<file path="config.mk">
export PLATFORM = sky130hd
export DESIGN_NAME = cas_player
export DESIGN_NICKNAME = d
export VERILOG_FILES = /design/src/rtl/cas_player.sv
export SDC_FILE = /design/constraint.sdc
export NUM_CORES = 1
export LEC_CHECK = 0
export ABC_AREA = 1
export ABC_CLOCK_PERIOD_IN_PS = 2600
export BUFFER_PORTS_ARGS = -buffer_cell sky130_fd_sc_hd__buf_2
export CORE_AREA = 2 2 135 137
export CTS_CLUSTER_SIZE = 8
export DETAILED_ROUTE_END_ITERATION = 8
export DIE_AREA = 0 0 137 139
export SYNTH_ARGS = -nofsm -noshare
export SYNTH_HDL_FRONTEND = slang
export SYNTH_SLANG_ARGS = --single-unit
</file>
<file path="constraint.sdc">
create_clock -name clk -period 2.6 [get_ports clk]
set_input_delay 0.65 -clock clk [delete_from_list [all_inputs] [get_ports clk]]
set_output_delay 0.65 -clock clk [all_outputs]
set_load 0.03 [all_outputs]
</file>
<file path="src/rtl/cas_player.sv">
// rtl/cas_player.sv - cassette playback: byte FIFO feeding an LSB-first CoCo FSK serialiser
module cas_player #(
    parameter int HALF0   = 20833,
    parameter int HALF1   = 10417,
    parameter int FIFO_AW = 4
) (
    input  logic               clk,
    input  logic               reset,
    input  logic [7:0]         din,
    input  logic               din_valid,
    output logic               din_ready,
    input  logic               motor,
    output logic               cas_out,
    output logic               busy,
    output logic [FIFO_AW:0]   fifo_level,
    output logic               underrun
);
    localparam int DEPTH = 1 << FIFO_AW;
    localparam int HMAX  = (HALF0 > HALF1) ? HALF0 : HALF1;
    localparam int CW    = $clog2(HMAX + 1);
    localparam logic [CW-1:0]    H0    = CW'(HALF0);
    localparam logic [CW-1:0]    H1    = CW'(HALF1);
    localparam logic [FIFO_AW:0] FULLC = (FIFO_AW+1)'(DEPTH);

    typedef enum logic [1:0] {IDLE, HIGH, LOW} state_t;

    logic [7:0]         mem [DEPTH];
    logic [FIFO_AW-1:0] wr_ptr, rd_ptr;
    logic [FIFO_AW:0]   count;
    logic               wr_en, pop, fifo_empty;
    logic [7:0]         head;

    state_t        state, state_n;
    logic [7:0]    shreg, shreg_n;
    logic [2:0]    idx, idx_n;
    logic [CW-1:0] cnt, cnt_n;
    logic          underrun_n;

    assign din_ready  = (count != FULLC);
    assign wr_en      = din_valid & din_ready;
    assign fifo_empty = (count == '0);
    assign head       = mem[rd_ptr];
    assign fifo_level = count;
    assign cas_out    = (state == HIGH);
    assign busy       = (state != IDLE);

    function automatic logic [CW-1:0] half_len(input logic b);
        return b ? H1 : H0;
    endfunction

    always_ff @(posedge clk or negedge reset) begin
        if (!reset) begin
            wr_ptr <= '0;
            rd_ptr <= '0;
            count  <= '0;
        end else begin
            if (wr_en) wr_ptr <= wr_ptr + 1'b1;
            if (pop)   rd_ptr <= rd_ptr + 1'b1;
            case ({wr_en, pop})
                2'b10:   count <= count + 1'b1;
                2'b01:   count <= count - 1'b1;
                default: count <= count;
            endcase
        end
    end

    // Storage needs no reset; the pointers define what is valid.
    always_ff @(posedge clk) begin
        if (wr_en) mem[wr_ptr] <= din;
    end

    always_ff @(posedge clk or negedge reset) begin
        if (!reset) begin
            state    <= IDLE;
            shreg    <= '0;
            idx      <= '0;
            cnt      <= '0;
            underrun <= 1'b0;
        end else begin
            state    <= state_n;
            shreg    <= shreg_n;
            idx      <= idx_n;
            cnt      <= cnt_n;
            underrun <= underrun_n;
        end
    end

    // Every transition needs motor high, so a pause freezes state and counter.
    always_comb begin
        state_n    = state;
        shreg_n    = shreg;
        idx_n      = idx;
        cnt_n      = cnt;
        pop        = 1'b0;
        underrun_n = 1'b0;
        case (state)
            IDLE: begin
                if (motor && !fifo_empty) begin
                    pop     = 1'b1;
                    shreg_n = head;
                    idx_n   = 3'd0;
                    cnt_n   = half_len(head[0]);
                    state_n = HIGH;
                end
            end
            HIGH: begin
                if (motor) begin
                    if (cnt == CW'(1)) begin
                        cnt_n   = half_len(shreg[0]);
                        state_n = LOW;
                    end else begin
                        cnt_n = cnt - 1'b1;
                    end
                end
            end
            LOW: begin
                if (motor) begin
                    if (cnt != CW'(1)) begin
                        cnt_n = cnt - 1'b1;
                    end else if (idx != 3'd7) begin
                        shreg_n = {1'b0, shreg[7:1]};
                        idx_n   = idx + 3'd1;
                        cnt_n   = half_len(shreg[1]);
                        state_n = HIGH;
                    end else if (!fifo_empty) begin
                        pop     = 1'b1;
                        shreg_n = head;
                        idx_n   = 3'd0;
                        cnt_n   = half_len(head[0]);
                        state_n = HIGH;
                    end else begin
                        underrun_n = 1'b1;
                        state_n    = IDLE;
                    end
                end
            end
            default: state_n = IDLE;
        endcase
    end
endmodule

</file>
# Yosys cells after proc, flatten, opt, wreduce, memory -nomap -nowiden
# Memory sizes are Yosys's and may differ from the RTL's.
# Cells that the tools add are included.
# word_totals
register_bits	42
ram_bits	128
n_memories	1
in_bits	12
# mem_list
name	depth	word_bits	rd	rd_ports_with_merged_regs	wr	line_no	text
mem	16	8	1	0	1	27	logic [7:0] mem [DEPTH];
# op_classes
n_addsub	6
reduce_logical	11
mux	45
n_eq_ne	15
n_bitwise	1
# op_table
op	n
2-to-1 mux 15 bit	10
one-hot mux 15 bit (3 select lines)	1
2-to-1 mux 8 bit	5
one-hot mux 8 bit (2 select lines)	1
== test 15 x 1 -> 1 bit, second input constant	1
2-to-1 mux 3 bit	5
!= test 15 x 1 -> 1 bit, second input constant	1
AND reduction 5 bit	3
subtractor 15 x 1 -> 15 bit, second input constant	1
2-to-1 mux 1 bit	14
2-to-1 mux 2 bit	5
one-hot mux 5 bit (2 select lines)	1
adder 4 x 1 -> 4 bit, second input constant	2
!= test 2 bit, second input constant	4
!= test 3 bit, second input constant	2
one-hot mux 2 bit (3 select lines)	1
one-hot mux 3 bit (2 select lines)	1
nonzero test 2 bit	3
adder 5 x 1 -> 5 bit, second input constant	1
logical NOT 5 bit	1
!= test 5 bit, second input constant	1
subtractor 5 x 1 -> 5 bit, second input constant	1
== test 2 x 1 -> 1 bit, second input constant	2
== test 2 bit, second input constant	2
9 further kinds	9

# Logic depth before layout (Yosys ltp)
# depth
depth_word	8
ltp_mapped	19
depth_no_buf	19

# Worst setup path before layout
# Ideal clock, no wire load.
# synth_timing
kind	register to register
start	register count[1] (netlist: fifo_level[1])
end	register count[4] (netlist: fifo_level[4])
required_ns	2.520
arrival_time_ns	2.522
path_slack_ns	-0.002
period_less_slack_ns	2.602
path_stages_with_launch	15
setup_ns	0.080
n_path_buf	0
path_cell_list	dfrtp_1 -> nor2_1 -> nand4_1 -> nand2_1 -> ha_1 -> inv_1 -> fa_1 -> inv_1 -> a21oi_1 -> nor2_1 -> nor2_1 -> nand2_1 -> nand2_1 -> nor2_1 -> xor2_1
# synth_lines
element	line_no	text
start, declared	29	logic [FIFO_AW:0] count;
start signal, assigned	60	2'b10: count <= count + 1'b1;
start signal, assigned	61	2'b01: count <= count - 1'b1;
start signal, assigned	62	default: count <= count;
!= test 5 bit (*)	39	assign din_ready = (count != FULLC);
net din_ready	11	output logic din_ready,
AND 1 bit (*)	40	assign wr_en = din_valid & din_ready;
== test 2 x 1 -> 1 bit or == test 2 bit (tied branches)	59	case ({wr_en, pop})
one-hot mux 5 bit (2 select lines) or nonzero test 2 bit (tied branches)	n/a	
# The timed path passes the listed nets; every way through them passes the cells marked *.
# A chain may end at the register's enable or synchronous reset.

# Final worst setup path
# layout_timing
start	register cnt[2]
end	register count[4] (netlist: fifo_level[4])
# layout_via
elab_chain_len	6
# layout_lines
element	line_no	text
start, declared	36	logic [CW-1:0] cnt, cnt_n;
start signal, assigned	83	cnt <= cnt_n;
!= test 15 x 1 -> 1 bit (*)	118	if (cnt != CW'(1)) begin
2-to-1 mux 1 bit (*)	118	
2-to-1 mux 1 bit (*)	117	if (motor) begin
one-hot mux 1 bit (2 select lines) (*)	96	case (state)
net pop	30	logic wr_en, pop, fifo_empty;
== test 2 x 1 -> 1 bit or == test 2 bit (tied branches)	59	
one-hot mux 5 bit (2 select lines) or nonzero test 2 bit (tied branches)	n/a	
# Marks and branches as above.

==> reports/qor.csv <==
metric,value,unit
synthTopCellsByCount,"edfxtp_1, nor2_1, nand2_1",
synthTopCellsByArea,"edfxtp_1, dfrtp_1, nor2_1",
outcome,completed,
regArea,4900,sq um
drive_gt1_frac,0.1774,
worst_pin_slew,0.6900,ns
multiInputGateArea,2552,sq um
path_class,flop to flop,
syn-num-nets,766,
setup_violations,0,
fin_cells,1024,
firstDrtPassIters,5,
num_rows,49,
critPathArrivalTime,2.84,ns
clock_latency,0.43,ns
post-route-drc-count,0,
grt_max_degree,70,
die_x,137,um
critPathCaptureType,flop,
r2r-start,cnt[2],
rsz0062_at_grt,true,
path_clk_slew,0.06,ns
antenna_left,0,
hp-class,input port to async pin,
synth_cells,736,
track_usage,0.1871,
ctsHoldBuffers,0,
powerDensity,1188,nW/um^2
synth_cell_types,42,
die-area,19040,sq um
startpoint_type,flop,
via_count,5303,
final-hold-violation-count,0,
synthFlopType,edfxtp_1,
fp.dieH,139,um
root_buffer,clkbuf_16,
worstPathCellList,nor2_4 -> nand3_1 -> nor2_2 -> nand4_1 -> nand2_1 -> nand2_2 -> inv_2 -> ha_4 -> inv_2 -> fa_2 -> inv_2 -> a21oi_2 -> nor2_1 -> nor2_1 -> nand2_1 -> nand2_1 -> nor2_2 -> xor2_1,
worst_path_max_delay_cell,dfrtp_2,
cts_max_path_buffers,2,
area_delta_synth_final,14.02,%
worst_ir_drop_vdd,627.1,uV
fin_nets,813,
async_flop_share,0.2471,
syn_area,7806,sq um
start_util,0.4421,
cts_sinks,170,
dp_hpwl,11370,um
synth_top_cell_area_share,0.4924,
io_pins,21,
antenna_found_initial,0,
overflow,0,
cts_tree,yes,
yosysSeqAreaShare,0.6270,
p_total,0.01058,W
io_buffers,20,
timing.slew.headroom,0.5400,
cp_max_fo,4,
synth_edf_count,128,
fmax,403.0,MHz
yosys_warnings,0,
clock_skew,0.007613,ns
slew_violations,0,
synth-seq-cells,170,
crit_start,cnt[2],
leakagePower,3.483,nW
synth_most_common_cell,edfxtp_1,
cts_max_level,4,
crit_buf_inv,3,
cp_data_required_time,2.95,ns
numCtsBuffers,17,
grt_pass1_wl,27230,um
drt_iter0_markers,357,
avgRoutedWirePerCell,16.56,um
min_period_over_period,0.9544,
cp_slowest_stage_delay,0.44,ns
syn_avg_cell_area,10.61,sq um
n_antenna_cell,0,
fillCellCount,1570,
period_minus_slack,2.481,ns
max_cap_viol_count,0,
place.gp.congestion,0.8423,
first_global_vias,5251,
wl,16960,um
netlist.top_cell.by_area,edfxtp_1,
viasPerCell,5.179,
dp.cells,989,
cp_top_family,simple AND/OR/NAND/NOR gates,
fp.coreArea,17660,sq um
==> registers in the layout (all words and copies together), names as in the netlist, 2 cells and up <==
register / cells
shreg: 8
state: 2
idx: 3
wr_ptr: 4
mem: 128
cnt: 15
fifo_level: 5
rd_ptr: 4
==> area by class of cell <==
class / instances / share of cell area
clock buffers: 18 / 0.04821
clock inverters: 13 / 0.01364
inverters: 59 / 0.02488
multi-input cells: 478 / 0.2868
flip-flops and latches: 170 / 0.5505
well taps: 229 / 0.03219
repair buffers: 57 / 0.04386
==> layer usage <==
layer / global-route usage / part of all wire / up-vias
li1: - / - / 2622
met1: 0.2581 / 0.45 / 2546
met2: 0.2985 / 0.49 / 112
met3: 0.03436 / 0.046 / 23
met4: 0.06240 / 0.015 / 0
met5: 0 / 0 / -
==> cells by family after synthesis <==
logic type / Yosys count / share of synthesized area
adders and majority gates: 18 / 0.02981
and+or+nand+nor: 300 / 0.1640
DFF: 170 / 0.6270
xor gates and xnor gates: 15 / 0.01683
buffers and inverters: 88 / 0.05401
AOI/OAI and AO/OA: 145 / 0.1084
==> through the flow <==
stage               hold slack [ns]  setup WS [ns]  instance area [sq um]  setup TNS, ns    util
floorplan                    0.3544        0.02646                   7809              0       -
global placement             0.4650        0.08395                   8257              0  0.4676
finish                       0.1379         0.1185                   8901              0  0.5041
detailed placement           0.4697       0.002638                   8257              0  0.4676
global route                 0.1488       -0.06230                   8901       -0.06230  0.5041
CTS                          0.1378       0.001497                   8817              0  0.4994
==> where the power goes <==
group / internal [W] / switching [W]
Sequential: 0.00345 / 0.000329
Clock: 0.00132 / 0.00106
Combinational: 0.00148 / 0.00294
==> worst reg2reg max path: cells and delay by family (launching register included) <==
family	cells	cell delay, ns
buffers and inverters	3	0.21
DFF	1	0.44
and+or+nand+nor	11	1.08
xor gates and xnor gates	1	0.14
AOI/OAI and AO/OA	1	0.06
adders and majority gates	2	0.46
==> layout by cell type, fill, tap and decap left out, types with 18 or more instances in the layout <==
cell / instances
a21oi_1: 22
nand2_1: 113
nand3_1: 28
inv_1: 44
o211ai_1: 18
buf_4: 36
o21ai_0: 59
nor2_1: 121
edfxtp_1: 128
buf_2: 20
dfrtp_1: 38
==> repair_timing <==
item	CTS	global route
endpoints found under the setup margin	1	2
buffers inserted	1	3
gates cloned	0	0
pin swaps	1	6
resized for setup	1	18
==> path summary, 6_finish.rpt <==
check,end,slack (ns),depth (start not counted)
max,fifo_level[4],0.12,18
min reg2reg,shreg[5],0.48,2
max in group asynchronous,shreg[3],1.89,2
min in group clk,shreg[5],0.48,2
max reg2reg,fifo_level[4],0.12,18
min,cnt[3],0.14,1
Note: power is estimated with default switching activity, not from simulation.
